[config.mk]
export PLATFORM = sky130hd
export DESIGN_NAME = pattern_sequencer
export DESIGN_NICKNAME = d
export VERILOG_FILES = /design/src/rtl/pattern_sequencer.sv
export SDC_FILE = /design/constraint.sdc
export NUM_CORES = 1
export LEC_CHECK = 0
export CORE_MARGIN = 5
export CORE_UTILIZATION = 30
export CTS_BUF_LIST = sky130_fd_sc_hd__clkbuf_8
export DETAILED_ROUTE_END_ITERATION = 12
export GPL_ROUTABILITY_DRIVEN = 0
export PLACE_DENSITY_LB_ADDON = 0.08
export SETUP_SLACK_MARGIN = 0.3
export SLEW_MARGIN = 20
export SYNTH_ARGS = -nofsm -noshare
export SYNTH_HDL_FRONTEND = slang
export SYNTH_SLANG_ARGS = --single-unit
export TNS_END_PERCENT = 10
[constraint.sdc]
create_clock -name clk -period 1.5 [get_ports clk]
set_input_delay 0.15 -clock clk [delete_from_list [all_inputs] [get_ports clk]]
set_output_delay 0.15 -clock clk [all_outputs]
set_load 0.005 [all_outputs]
[src/rtl/pattern_sequencer.sv]
// ---------------------------------------------------------------------------
// pattern_sequencer
//
// Picks one of NUM_SRC test-pattern sources (luma/U/V per pixel) and feeds it
// to the YUV-to-composite modulator. Source changes only happen on frame
// boundaries (newframe). The source either auto-cycles after DWELL_FRAMES
// frames or is chosen manually through a valid/ready handshake.
//
// Optional feature macro: PATTERN_BLANK_EN
//   When defined, every source change passes through a BLANK state that
//   forces black for exactly one full frame before the new source is shown.
//
// Ports:
//   clk            system clock
//   rst_n          asynchronous active-low reset
//   newframe       one-cycle pulse at the first clock of each frame
//   visible_window high while the active picture area is emitted
//   auto_en        1 = auto-cycle sources, 0 = hold current source
//   sel_valid      manual select request
//   sel_idx        requested source index
//   sel_ready      request can be accepted (only while showing)
//   sel_err        one-cycle pulse after an out-of-range index is accepted
//   src_luma/u/v   packed source buses, source i at [8i+7:8i]
//   luma/yuv_u/v   selected pixel, registered (1-cycle latency)
//   pattern_idx    index of the source currently shown, registered
//
// State | meaning
// ------+--------------------------------------------------------------
// WAIT_SYNC | after reset, black output until the first newframe
// SHOW      | normal operation, accepts manual requests, auto-advances
// PENDING   | manual request accepted, waiting for the frame boundary
// BLANK     | (PATTERN_BLANK_EN only) one black frame after a switch
// ---------------------------------------------------------------------------
module pattern_sequencer #(
  parameter int NUM_SRC      = 4,
  parameter int DWELL_FRAMES = 50
) (
  input  logic                   clk,
  input  logic                   rst_n,
  input  logic                   newframe,
  input  logic                   visible_window,
  input  logic                   auto_en,
  input  logic                   sel_valid,
  input  logic [2:0]             sel_idx,
  output logic                   sel_ready,
  output logic                   sel_err,
  input  logic [8*NUM_SRC-1:0]   src_luma,
  input  logic [8*NUM_SRC-1:0]   src_u,
  input  logic [8*NUM_SRC-1:0]   src_v,
  output logic [7:0]             luma,
  output logic [7:0]             yuv_u,
  output logic [7:0]             yuv_v,
  output logic [2:0]             pattern_idx
);

  localparam int              CW       = $clog2(DWELL_FRAMES + 1);
  localparam logic [CW-1:0]   LAST_CNT = CW'(DWELL_FRAMES - 1);
  localparam logic [2:0]      LAST_IDX = 3'(NUM_SRC - 1);

`ifdef PATTERN_BLANK_EN
  typedef enum logic [1:0] {
    S_WAIT_SYNC = 2'd0,
    S_SHOW      = 2'd1,
    S_PENDING   = 2'd2,
    S_BLANK     = 2'd3
  } state_t;
`else
  typedef enum logic [1:0] {
    S_WAIT_SYNC = 2'd0,
    S_SHOW      = 2'd1,
    S_PENDING   = 2'd2
  } state_t;
`endif

  state_t          r_state;
  state_t          w_state_nxt;
  logic [2:0]      r_cur_idx;
  logic [2:0]      w_cur_nxt;
  logic [2:0]      r_pend_idx;
  logic [2:0]      w_pend_nxt;
  logic [CW-1:0]   r_frame_cnt;
  logic [CW-1:0]   w_cnt_nxt;
  logic            w_err_nxt;
  logic            w_show;
  logic            w_xfer;
  logic            w_sel_ok;
  logic [2:0]      w_cur_inc;

  logic            r_sel_err;
  logic [7:0]      r_luma;
  logic [7:0]      r_u;
  logic [7:0]      r_v;
  logic [2:0]      r_pattern_idx;
  logic [7:0]      w_luma_sel;
  logic [7:0]      w_u_sel;
  logic [7:0]      w_v_sel;

  assign sel_ready = (r_state == S_SHOW);
  assign w_xfer    = sel_valid && sel_ready;
  assign w_sel_ok  = (int'(sel_idx) < NUM_SRC);
  assign w_cur_inc = (r_cur_idx == LAST_IDX) ? 3'd0 : r_cur_idx + 3'd1;

  always_ff @(posedge clk or negedge rst_n) begin
    if (!rst_n) begin
      r_state     <= S_WAIT_SYNC;
      r_cur_idx   <= 3'd0;
      r_pend_idx  <= 3'd0;
      r_frame_cnt <= '0;
    end else begin
      r_state     <= w_state_nxt;
      r_cur_idx   <= w_cur_nxt;
      r_pend_idx  <= w_pend_nxt;
      r_frame_cnt <= w_cnt_nxt;
    end
  end

  always_comb begin
    w_state_nxt = r_state;
    w_cur_nxt   = r_cur_idx;
    w_pend_nxt  = r_pend_idx;
    w_cnt_nxt   = r_frame_cnt;
    w_err_nxt   = 1'b0;
    w_show      = 1'b0;
    case (r_state)
      S_WAIT_SYNC: begin
        if (newframe) w_state_nxt = S_SHOW;
      end
      S_SHOW: begin
        w_show = 1'b1;
        if (newframe && auto_en) begin
          if (r_frame_cnt == LAST_CNT) begin
            w_cur_nxt = w_cur_inc;
            w_cnt_nxt = '0;
`ifdef PATTERN_BLANK_EN
            w_state_nxt = S_BLANK;
`endif
          end else begin
            w_cnt_nxt = r_frame_cnt + 1'b1;
          end
        end
        // An accepted request always waits for the next boundary, even if
        // it arrives on a newframe; it also wins the state over an auto
        // blank so the manual choice is never dropped.
        if (w_xfer) begin
          if (w_sel_ok) begin
            w_pend_nxt  = sel_idx;
            w_state_nxt = S_PENDING;
          end else begin
            w_err_nxt = 1'b1;
          end
        end
      end
      S_PENDING: begin
        w_show = 1'b1;
        if (newframe) begin
          w_cur_nxt = r_pend_idx;
          w_cnt_nxt = '0;
`ifdef PATTERN_BLANK_EN
          w_state_nxt = S_BLANK;
`else
          w_state_nxt = S_SHOW;
`endif
        end
      end
`ifdef PATTERN_BLANK_EN
      S_BLANK: begin
        // The blank frame does not count toward dwell.
        if (newframe) begin
          w_cnt_nxt   = '0;
          w_state_nxt = S_SHOW;
        end
      end
`endif
      default: w_state_nxt = S_WAIT_SYNC;
    endcase
  end

  // Mux uses the index held during this cycle, so a switch on newframe shows
  // up at the outputs two clocks after the pulse.
  assign w_luma_sel = src_luma[8*r_cur_idx +: 8];
  assign w_u_sel    = src_u[8*r_cur_idx +: 8];
  assign w_v_sel    = src_v[8*r_cur_idx +: 8];

  always_ff @(posedge clk or negedge rst_n) begin
    if (!rst_n) begin
      r_luma        <= 8'd0;
      r_u           <= 8'd0;
      r_v           <= 8'd0;
      r_sel_err     <= 1'b0;
      r_pattern_idx <= 3'd0;
    end else begin
      r_sel_err     <= w_err_nxt;
      r_pattern_idx <= r_cur_idx;
      if (w_show && visible_window) begin
        r_luma <= w_luma_sel;
        r_u    <= w_u_sel;
        r_v    <= w_v_sel;
      end else begin
        r_luma <= 8'd0;
        r_u    <= 8'd0;
        r_v    <= 8'd0;
      end
    end
  end

  assign luma        = r_luma;
  assign yuv_u       = r_u;
  assign yuv_v       = r_v;
  assign sel_err     = r_sel_err;
  assign pattern_idx = r_pattern_idx;

endmodule

==> metrics.txt <==
# TYPE chip_impl_metric gauge
chip_impl_metric{name="logic_depth_of_the_worst_register_to_register_path",unit=""} 6
chip_impl_metric{name="finalWorstPathRequiredPeriod",unit="ps"} 1550
chip_impl_metric{name="critPathMaxFanout",unit=""} 3
chip_impl_metric{name="layout-drive-gt1-share",unit=""} 0.251
chip_impl_metric{name="drt_iter0_drc",unit=""} 48
chip_impl_metric{name="vias_in_the_first_global_route",unit=""} 2241
chip_impl_metric{name="final_critical_path_setup_slack",unit="ps"} -51.6
chip_impl_metric{name="max_slew_violation_total_from_the_final_report",unit=""} 0
chip_impl_metric{name="fmax",unit="MHz"} 645
chip_impl_info{name="clock-root-buffer",value="clkbuf_8"} 1
chip_impl_info{name="run_status",value="finished, violations left"} 1
chip_impl_metric{name="grt_first_pass_wirelength",unit="mm"} 11.0
chip_impl_metric{name="tightest_pin_transition",unit="ps"} 303
chip_impl_metric{name="io_buffers",unit=""} 133
chip_impl_info{name="ys_top_cells_by_area",value="dfrtp_1 46%, mux4_2 24%, nor2b_1 7.1%, ha_1 3.3%, buf_12 1.8%"} 1
chip_impl_metric{name="yosys.area.top_type_share",unit=""} 0.461
chip_impl_info{name="violations",value="setup timing"} 1
chip_impl_metric{name="grt_max_degree",unit=""} 27
chip_impl_metric{name="drt-total-wl",unit="mm"} 6.66
chip_impl_metric{name="syn_area",unit="um2"} 2280
chip_impl_metric{name="synth_sequential_area_ratio",unit=""} 0.461
chip_impl_info{name="cp-start-kind",value="flip-flop"} 1
chip_impl_metric{name="placeableCoreArea",unit="um2"} 7330
chip_impl_metric{name="power_leakage",unit="nW"} 1.76
chip_impl_metric{name="cts-buffers-inserted",unit=""} 5
chip_impl_info{name="regToRegStartpoint",value="r_state[0]"} 1
chip_impl_metric{name="dieArea",unit="um2"} 9440
chip_impl_metric{name="drt.antenna.violating_nets",unit=""} 0
chip_impl_metric{name="r2r_setup_slack",unit="ps"} -50
chip_impl_info{name="unrepaired_setup_endpoints_after_global_routing",value="yes"} 1
chip_impl_info{name="worst_setup_path_end_kind",value="flip-flop"} 1
chip_impl_metric{name="ctsLongestPathBuffers",unit=""} 2
chip_impl_metric{name="synthDistinctLibCells",unit=""} 38
chip_impl_metric{name="postSynthRegisterBits",unit=""} 42
chip_impl_metric{name="fin_util",unit=""} 0.549
chip_impl_metric{name="total_global_routing_overflow",unit=""} 0
chip_impl_metric{name="drv.max_cap_violation_count",unit=""} 0
chip_impl_metric{name="yosysWarnings",unit=""} 0
chip_impl_metric{name="clock_transition_at_the_register_clock_pins_on_the_worst_setup_and_hold_paths_after_cts",unit="ps"} 80
chip_impl_metric{name="clock-skew-final",unit="ps"} 8.91
chip_impl_metric{name="number_of_h_tree_branching_levels",unit=""} 2
chip_impl_info{name="timing.critical_path.from",value="r_state[0]"} 1
chip_impl_metric{name="clock_insertion_delay_worst_skew",unit="ps"} 290
chip_impl_metric{name="start_util",unit=""} 0.311
chip_impl_metric{name="worst-endpoint-arrival",unit="ps"} 1740
chip_impl_metric{name="ir_drop",unit="V"} 0.000636
chip_impl_metric{name="final_nets",unit=""} 433
chip_impl_metric{name="antenna-diode-count",unit=""} 0
chip_impl_metric{name="flow.area_growth_from_synthesis",unit="%"} 76.7
chip_impl_metric{name="clock-sinks",unit=""} 42
chip_impl_metric{name="report.final.hold_viol_count",unit=""} 0
chip_impl_metric{name="routed_via_density",unit=""} 4.67
chip_impl_metric{name="gr_usage_total",unit=""} 0.145
chip_impl_info{name="cts_tree",value="done"} 1
chip_impl_metric{name="critical_path_required",unit="ps"} 1680
chip_impl_metric{name="detailroute.via_count",unit=""} 1970
chip_impl_info{name="class_of_the_tightest_hold_or_removal_check",value="in2async"} 1
chip_impl_info{name="critical_path_class",value="reg2reg"} 1
chip_impl_metric{name="wl_per_cell",unit="um"} 15.8
chip_impl_info{name="critical_path.endpoint",value="r_cur_idx[1]"} 1
chip_impl_metric{name="synth_enable_flop_cells",unit=""} 0
chip_impl_info{name="synth_top_flop_cell",value="dfrtp_1"} 1
chip_impl_info{name="reg2reg_to",value="r_cur_idx[1]"} 1
chip_impl_metric{name="antenna_found_initial",unit=""} 0
chip_impl_metric{name="postSynthAreaPerCell",unit="um2"} 13.7
chip_impl_metric{name="placed_cell_area",unit="um2"} 3870
chip_impl_info{name="synth_largest_area_cell",value="dfrtp_1"} 1
chip_impl_metric{name="synthesis.nets",unit=""} 277
chip_impl_metric{name="worst_slew_margin_rel",unit=""} 0.798
chip_impl_metric{name="syn-instance-count",unit=""} 166
chip_impl_metric{name="router_iterations_before_antenna_repair",unit=""} 4
chip_impl_metric{name="detailed_placement_hpwl",unit="mm"} 5.25
chip_impl_metric{name="drc_errors",unit=""} 0
chip_impl_metric{name="fin_area",unit="um2"} 4030
chip_impl_metric{name="place_ws",unit="ps"} -67.5
chip_impl_metric{name="die_w",unit="um"} 97.2
chip_impl_metric{name="postSynth.asyncResetShare",unit=""} 1.00
chip_impl_metric{name="final_min_period_over_clock_period",unit=""} 1.03
chip_impl_metric{name="number_of_rows_created_at_floorplan",unit=""} 31
chip_impl_metric{name="setup-violations-final",unit=""} 5
chip_impl_metric{name="power_per_cell_area",unit="nW/um2"} 1590
chip_impl_metric{name="io_pins",unit=""} 134
chip_impl_metric{name="die_h",unit="um"} 97.2
## synth_stat cells (2+ instances only)
master / number
and3_1: 2
dfrtp_1: 42
buf_2: 4
nand3b_1: 2
mux2_2: 2
nand2b_1: 3
nor2_1: 5
o21ai_0: 2
nor4_1: 2
nor2b_1: 26
clkbuf_1: 2
buf_12: 2
nand3_1: 3
ha_1: 6
o21ai_1: 4
nand2_1: 8
mux4_2: 24
inv_1: 4
a21oi_1: 4
## cell type report
| cell class | count | area (um2) |
|---|---|---|
| clock buffer | 5 | 68.8 |
| clock inverter | 3 | 13.8 |
| fill | 638 | 3310 |
| inverter | 4 | 17.5 |
| multi-input combinational | 111 | 1230 |
| sequential | 42 | 1050 |
| tap | 99 | 124 |
| timing repair buffer | 158 | 1520 |
## power breakdown
part	switching, mW	total (mW)	internal (mW)
combinational	1.61	3.96	2.35
sequential	0.202	1.75	1.55
clock	0.373	0.689	0.316
total	2.18	6.40	4.22
## cell families (layout without fill, tap and decap cells)
group / after synthesis / after routing / synth area share
simple gates: 55 / 55 / 0.140
flops: 42 / 42 / 0.461
mux: 27 / 27 / 0.252
compound gates: 22 / 22 / 0.0687
buf+inv: 13 / 170 / 0.0412
fa+ha+maj: 6 / 6 / 0.0329
xor+xnor: 1 / 1 / 0.00384
## worst max-delay path, stage by stage, from the launching register on
cell and delay (ps):
dfrtp_2 450, inv_4 90, ha_4 200, and3_4 160, a21o_4 190, nand2_2 70, mux2_4 290
## metal layers
layer | vias to the layer above | wire length [um] | track usage
met5 | - | 0 | 0
met4 | 0 | 100 | 0.0410
li1 | 928 | - | -
met2 | 95 | 3270 | 0.247
met1 | 941 | 2630 | 0.163
met3 | 6 | 665 | 0.0668
## what timing repair did
action | CTS | global route
resized for setup | 39 | 11
setup buffers | 4 | 0
hold endpoints to repair | 11 | 0
endpoints found under the setup margin | 67 | 39
pin swaps | 4 | 4
hold buffers | 1 | 0
## state kept, by name (all words and copies together) (netlist names)
name and flops:
r_cur_idx 3, r_state 2, yuv_u 8, yuv_v 8, pattern_idx 3, sel_err 1
r_pend_idx 3, r_frame_cnt 6, luma 8
## how the worst min path moves through the flow
stage | start | end | slack (ps) | cells after the start
final | rst_n | r_frame_cnt[4] | 260 | 2
after detailed placement | rst_n | r_frame_cnt[2] | 50 | 1
after CTS | rst_n | r_frame_cnt[2] | 260 | 2
after global routing | rst_n | r_frame_cnt[4] | 280 | 2
after floorplan | rst_n | luma[0] | -150 | 0
after global placement | rst_n | r_frame_cnt[2] | 50 | 1
## metrics by stage
step | std cells | power (mW) | setup TNS [ps] | hold WS [ps]
6_report | 422 | 6.40 | -128 | 264
2_1_floorplan | 166 | 4.03 | 0 | -146
3_5_place_dp | 409 | 5.68 | -177 | 49.2
5_1_grt | 422 | 6.92 | -555 | 276
4_1_cts | 422 | 6.35 | -112 | 259
3_3_place_gp | 409 | 5.65 | -16.8 | 52.1
## placed cells by master, fill, tap and decap left out, drive strengths merged, types with 5 or more instances in the layout
cell type	count
ha	6
nor2	5
o21ai	7
clkbuf	5
inv	5
nor2b	27
nand2	8
buf	26
mux4	24
dfrtp	42
clkdlybuf4s50	103
a21oi	5
dlygate4sd2	28
(Power assumes the default switching activity.)
